===== src/rtl/nn_layer_seq.sv =====
// Fully-connected layer sequencer: walks NEURONS neurons through one shared mac4,
// fetching weights/bias from a synchronous memory and streaming saturated results.
module nn_layer_seq #(
  parameter int unsigned BW      = 8,
  parameter int unsigned NEURONS = 4,
  parameter int unsigned AW      = 2,
  parameter int unsigned SHIFT   = 4
) (
  input  logic              clk,
  input  logic              rst,
  input  logic              start,
  input  logic [4*BW-1:0]   x_in,
  output logic              busy,
  output logic              done,
  output logic              w_rd_en,
  output logic [AW-1:0]     w_addr,
  input  logic [4*BW-1:0]   w_data,
  input  logic [BW-1:0]     b_data,
  output logic              mac_start,
  output logic [4*BW-1:0]   mac_x,
  output logic [4*BW-1:0]   mac_w,
  input  logic [2*BW+1:0]   mac_sum,
  input  logic              mac_done,
  output logic              out_valid,
  output logic [AW-1:0]     out_idx,
  output logic [BW-1:0]     out_data
);

  localparam int unsigned SW = 2*BW + 2;
  localparam int unsigned TW = 2*BW + 3;
  localparam logic [AW-1:0] LAST = AW'(NEURONS - 1);

  typedef enum logic [2:0] {
    IDLE   = 3'd0,
    FETCH  = 3'd1,
    LOAD   = 3'd2,
    RUN    = 3'd3,
    POST   = 3'd4,
    DRAIN  = 3'd5,
    FINISH = 3'd6
  } state_t;

  state_t        state;
  logic [AW-1:0] n;
  logic [BW-1:0] b_reg;
  logic [SW-1:0] sum_reg;

  logic [TW-1:0] t_c;
  logic [TW-1:0] s_c;
  logic [BW-1:0] sat_c;

  // Bias add, scale down, clamp to the BW-bit unsigned range.
  always_comb begin
    t_c   = TW'(sum_reg) + TW'(b_reg);
    s_c   = t_c >> SHIFT;
    sat_c = (s_c > TW'({BW{1'b1}})) ? {BW{1'b1}} : s_c[BW-1:0];
  end

  always_ff @(posedge clk) begin
    if (rst) begin
      state     <= IDLE;
      busy      <= 1'b0;
      done      <= 1'b0;
      w_rd_en   <= 1'b0;
      w_addr    <= '0;
      mac_start <= 1'b0;
      mac_x     <= '0;
      mac_w     <= '0;
      out_valid <= 1'b0;
      out_idx   <= '0;
      out_data  <= '0;
      n         <= '0;
      b_reg     <= '0;
      sum_reg   <= '0;
    end else begin
      case (state)
        IDLE: begin
          done <= 1'b0;
          if (start) begin
            mac_x   <= x_in;
            n       <= '0;
            busy    <= 1'b1;
            w_rd_en <= 1'b1;
            w_addr  <= '0;
            state   <= FETCH;
          end
        end
        FETCH: begin
          w_rd_en <= 1'b0;
          state   <= LOAD;
        end
        LOAD: begin
          mac_w     <= w_data;
          b_reg     <= b_data;
          mac_start <= 1'b1;
          state     <= RUN;
        end
        RUN: begin
          if (mac_done) begin
            sum_reg   <= mac_sum;
            mac_start <= 1'b0;
            state     <= POST;
          end
        end
        POST: begin
          out_data  <= sat_c;
          out_idx   <= n;
          out_valid <= 1'b1;
          state     <= DRAIN;
        end
        DRAIN: begin
          // mac4 holds done until it is back in idle; never restart it before then.
          out_valid <= 1'b0;
          if (!mac_done) begin
            if (n == LAST) begin
              done  <= 1'b1;
              busy  <= 1'b0;
              state <= FINISH;
            end else begin
              n       <= n + AW'(1);
              w_addr  <= n + AW'(1);
              w_rd_en <= 1'b1;
              state   <= FETCH;
            end
          end
        end
        FINISH: begin
          done  <= 1'b0;
          state <= IDLE;
        end
        default: begin
          state     <= IDLE;
          busy      <= 1'b0;
          done      <= 1'b0;
          w_rd_en   <= 1'b0;
          mac_start <= 1'b0;
          out_valid <= 1'b0;
        end
      endcase
    end
  end

endmodule


===== config.mk =====
export PLATFORM = sky130hd
export DESIGN_NAME = nn_layer_seq
export DESIGN_NICKNAME = d
export VERILOG_FILES = /design/src/rtl/nn_layer_seq.sv
export SDC_FILE = /design/constraint.sdc
export NUM_CORES = 1
export LEC_CHECK = 0
export CORE_MARGIN = 1.5
export CORE_UTILIZATION = 39
export CTS_CLUSTER_DIAMETER = 100
export CTS_CLUSTER_SIZE = 10
export DETAILED_ROUTE_END_ITERATION = 6
export MAX_ROUTING_LAYER = met4
export PLACE_DENSITY_LB_ADDON = 0.15
export SYNTH_ARGS = -nofsm -noshare
export SYNTH_HDL_FRONTEND = slang
export SYNTH_SLANG_ARGS = --single-unit

===== constraint.sdc =====
create_clock -name clk -period 2.2 [get_ports clk]
set_clock_uncertainty 0.05 [all_clocks]
set_input_delay 0.22 -clock clk [delete_from_list [all_inputs] [get_ports clk]]
set_output_delay 0.22 -clock clk [all_outputs]
set_load 0.02 [all_outputs]

### After elaboration in Yosys (flattened, before gate mapping)

Index checks and enable logic that the tools add are counted.

| storage, ports and cells | value |
|---|---|
| register bits after elaboration | 110 |
| bits of input ports | 94 |

| operators by class | value |
|---|---|
| add/sub/neg operators | 2 |
| order comparisons | 1 |
| equality and inequality tests | 12 |
| muxes and demuxes | 23 |
| bitwise logic cells | 4 |
| reduce and logical (&&, ||, !) cells | 15 |

Operator list:

| kind | count |
|---|---|
| 18-bit by 8-bit adder with 19-bit output | 1 |
| 3-bit case mux with 6 select lines | 1 |
| 15-bit by 8-bit greater-than comparator with 1-bit output, second input constant | 1 |
| 5-bit OR reduction | 3 |
| 3-bit 2-to-1 mux | 4 |
| 4-bit AND reduction | 3 |
| 2-bit inequality test, second input constant | 5 |
| 3-bit == test, second input constant | 3 |
| 1-bit case mux with 3 select lines | 3 |
| 1-bit 2-to-1 mux | 8 |
| 8-bit 2-to-1 mux | 1 |
| 4-bit OR reduction | 2 |
| 3-bit by 2-bit == test with 1-bit output, second input constant | 2 |
| 2-bit 2-to-1 mux | 3 |
| 2-bit AND reduction | 3 |
| 3-bit AND reduction | 2 |
| 1-bit inverter | 4 |
| 1-bit case mux with 2 select lines | 2 |
| 2-bit case mux with 2 select lines | 1 |
| 3-bit by 1-bit == test with 1-bit output, second input constant | 1 |
| 3-bit zero test | 1 |
| 2-bit by 1-bit adder with 2-bit output, second input constant | 1 |
| 2-bit == test, second input constant | 1 |
| 2-bit nonzero test | 1 |

### Logic depth before layout (Yosys ltp)

| depth | value |
|---|---|
| word-level depth | 4 |
| gate-level depth with buffers | 7 |
| mapped depth without buffers | 7 |

### Worst setup path before layout

No wires, ideal clock.

| timing | value |
|---|---|
| path kind | register to register |
| start | register b_reg[4] |
| end | register out_data[0] |
| library setup time | 0.139 ns |
| data arrival time | 2.000 ns |
| data required time | 2.011 ns |
| slack | 0.011 ns |
| cell stages (with the launch flop) | 8 |
| buffers on the path | 0 |
| period minus slack after synthesis | 2.189 ns |
| path through | dfxtp_1 > ha_1 > a211oi_2 > o21a_2 > a21oi_2 > or4_4 > a221oi_4 > a211oi_1 |

| between the ends | value |
|---|---|
| cells in the longest elaborated chain, start to end | 3 |

Ends and longest elaborated chain:

| item | RTL line | text |
|---|---|---|
| start: declaration | 45 | `logic [BW-1:0] b_reg;` |
| start signal: assignment | 94 | `b_reg <= b_data;` |
| 18-bit by 8-bit adder with 19-bit output (*) | 54 | `t_c = TW'(sum_reg) + TW'(b_reg);` |
| 15-bit by 8-bit greater-than comparator with 1-bit output | 56 | `sat_c = (s_c > TW'({BW{1'b1}})) ? {BW{1'b1}} : s_c[BW-1:0];` |
| 8-bit 2-to-1 mux (*) | 56 |  |
| end signal: assignment | 106 | `out_data <= sat_c;` |
| end: declaration | 26 | `output logic [BW-1:0] out_data` |

Mark *: on every way between the ends. The rest lies on a longest branch, timed or not.
A chain may end at the register's enable or synchronous reset.

### Worst setup path in the final report

| timing | value |
|---|---|
| start | register sum_reg[2] |
| end | register out_data[3] |

| between the ends | value |
|---|---|
| cells in the longest elaborated chain, start to end | 3 |

Ends and longest elaborated chain:

| item | RTL line | text |
|---|---|---|
| start: declaration | 46 | `logic [SW-1:0] sum_reg;` |
| start signal: assignment | 100 | `sum_reg <= mac_sum;` |
| 18-bit by 8-bit adder with 19-bit output (*) | 54 |  |
| 15-bit by 8-bit greater-than comparator with 1-bit output | 56 |  |
| 8-bit 2-to-1 mux (*) | 56 |  |

Marks and branches as above.

==> impl_metrics.toml <==
[clock_network]
cts_sinks = 110
clockBufferDepth = 2
clock-root-buffer = "clkbuf_16"
htree_levels = 3
holdBufCountCts = 0
cts_tree = "done"
path_clk_slew_ns = 0.07
cts_inserted_buffers = 9
insertion_delay_ns = 0.34

[place]
dpl.cell_count = 858
dpl_cell_area_um2 = 6310
place_hpwl_mm = 8.34
port_buffers = 174
gp_congestion = 0.886

[setup_path]
worstSetupEndpointType = "register"
crit_required_ns = 2.34
critPathSlowestCell = "dfxtp_2"
timing.rr.start = "sum_reg[2]"
crit_chain = "ha_4 > nand4_1 > a21o_2 > a21oi_2 > buf_4 > o21ai_0 > a221oi_4 > buf_6 > a211oi_1"
r2r_cells = 9
path_class = "register to register"
path_max_fanout = 8
r2r_end = "out_data[3]"
ff2ff_setup_slack_ns = 0.05
cp.arrival_ns = 2.29
startpoint_type = "register"
max_stage_delay_ns = 0.34

[pwr]
leakage_uw = 0.00234
p_comb_frac = 0.200
fin_total_pwr_uw = 4690
switching_share = 0.264
clkPwrFrac = 0.334
seqPwrFrac = 0.466
pwr_density_cell_nw_per_um2 = 697
peakVddDrop_mv = 0.405
p_int_uw = 3450
p_switching_uw = 1240

[sta]
tightest_slew_ns = 0.939
min_period_ns = 2.15
maxSlewViolCount = 0
setup_viol = 0
period_share = 0.979
relSlewSlack = 0.372
fmax_ghz = 0.464
hold_viol = 0
rsz0062_at_grt = "true"

[finish]
antennaDiodeCount = 0
finalNetCount = 834
post-route-util = 0.615
fin_cells = 876
final_area_um2 = 6730
drive_gt1_frac = 0.0856
area_growth_pct = 52.2

[logic_synthesis]
ys_warn_count = 0
synth.distinct_cells = 46
yosysSeqAreaShare = 0.498
synthArstFlopShare = 0
avgSynthCellArea_um2 = 7.85
synth_edf_count = 0
synth_area_um2 = 4420
yosys_most_used_dff = "dfxtp_1"
synthCells = 563
ys_seq_elements = 110
synth_nets = 665

[grt]
first_global_vias = 4090
grt_use_total = 0.200
antenna_found_initial = 0
grt_pass1_wl_mm = 18.3
grt_max_degree = 71
overflow = 0

[outcome]
status = "finished clean"

[detailed_routing]
routed.top_layer = "met4"
drc = 0
num_vias = 4379
drt-met1-wl_mm = 5.28
first_pass_iters = 4
drtAntennaViolNets = 0
met2_length_mm = 5.43
routed_wl_mm = 11.9
wl_met3_um = 936
wl_per_cell_um = 13.6
vias_per_cell = 5.00
drt_iter0_drc = 276

[run]
max_cap_viol_count = 0

[worst_hold_path]
min_path_type = "input port to register"
worst_hold_path.num_cells = 2
worstHoldEndpoint = "state[0]"
min_from = "rst"

[die]
fp.dieArea_um2 = 12000
ios = 175
start_util = 0.404
num_rows = 38
coreArea_um2 = 10900
die_w_um = 109
die_h_um = 109
[worst max-delay path: cells and delay by family (launching register included)]
family | cells | cell delay [ns]
buffers and inverters | 2 | 0.30
adder cells (fa/ha/maj) | 1 | 0.28
AND/OR/NAND/NOR | 1 | 0.13
AO/OA/AOI/OAI | 5 | 0.90
flip-flops | 1 | 0.34
[timing repair]
item,CTS,global route
buffers inserted,1,2
resized for setup,4,19
gates cloned,0,0
setup endpoints to repair,8,8
pin swaps,3,7
[cells by family after synthesis]
family          synth area share
flops                      0.498
simple gates               0.225
fa+ha+maj                 0.0227
xor+xnor                  0.0139
compound gates             0.196
buf+inv                   0.0388
mux                      0.00453
[synthesized netlist by cell type (all sizes together), types with 2 or more instances]
library cell / instances / share of area
nand2: 187 / 0.16
dfxtp: 110 / 0.50
a21oi: 105 / 0.12
clkbuf: 33 / 0.030
nor2: 33 / 0.028
a211oi: 12 / 0.022
o21ai: 9 / 0.010
ha: 8 / 0.023
xnor2: 6 / 0.012
inv: 5 / 0.0042
nand4: 5 / 0.0071
nor3: 5 / 0.0057
a21o: 4 / 0.0074
nand3: 4 / 0.0045
nand2b: 3 / 0.0042
nor2b: 3 / 0.0042
a2111oi: 2 / 0.0040
and3: 2 / 0.0034
buf: 2 / 0.0034
mux2i: 2 / 0.0045
o21bai: 2 / 0.0034
o2bb2ai: 2 / 0.0040
or4: 2 / 0.0042
[cells in the final DEF, fill, tap and decap left out, types with 3 or more instances in the layout]
cell type	Yosys	layout
nand4_1	5	5
o21ai_0	9	8
dfxtp_2	0	10
ha_4	0	6
nor2_1	33	32
nor2b_1	3	3
inv_1	5	5
a21oi_1	104	103
nand2b_1	3	3
nand3_1	4	4
nor3_1	5	5
xnor2_1	6	6
nand2_1	187	187
dfxtp_1	110	100
clkdlybuf4s50_1	0	173
clkbuf_16	0	9
buf_4	0	19
a211oi_1	11	11
[cell type report]
type	instances	area, um^2
clock buffer	11	233
clock inverter	4	48.8
fill	972	4210
inverter	6	22.5
multi-input combinational	412	2150
sequential	110	2210
tap	140	175
timing repair buffer	193	1890
[power groups by stage]
stage / logic (uW) / clock network, uW / registers [uW]
after global routing: 1020 / 1700 / 2200
after global placement: 919 / 0 / 2220
after floorplan: 341 / 0 / 2340
after detailed placement: 933 / 0 / 2220
final: 939 / 1570 / 2180
after CTS: 940 / 1620 / 2180
[worst max-delay path by stage]
stage,depth (start not counted),end,startpoint
6_report,9,out_data[3],sum_reg[2]
5_1_grt,9,out_data[3],b_reg[2]
4_1_cts,8,out_data[1],b_reg[2]
3_5_place_dp,7,out_data[1],b_reg[4]
3_3_place_gp,7,out_data[6],b_reg[4]
2_1_floorplan,7,out_data[0],b_reg[4]
[layer usage]
metal,vias up,track usage
li1,2227,-
met1,2004,0.238
met2,131,0.308
met3,17,0.0640
met4,0,0.0872
met5,-,-
[metrics by stage]
step | hold WS, ns | setup slack [ns] | TNS (ns)
2_1_floorplan | 0.306 | 0.0108 | 0
3_3_place_gp | 0.391 | -0.107 | -0.825
3_5_place_dp | 0.397 | -0.122 | -0.889
4_1_cts | 0.353 | 0.0354 | 0
5_1_grt | 0.366 | -0.0650 | -0.399
6_report | 0.348 | 0.0460 | 0
No activity file was read; power rests on OpenSTA's default activity.
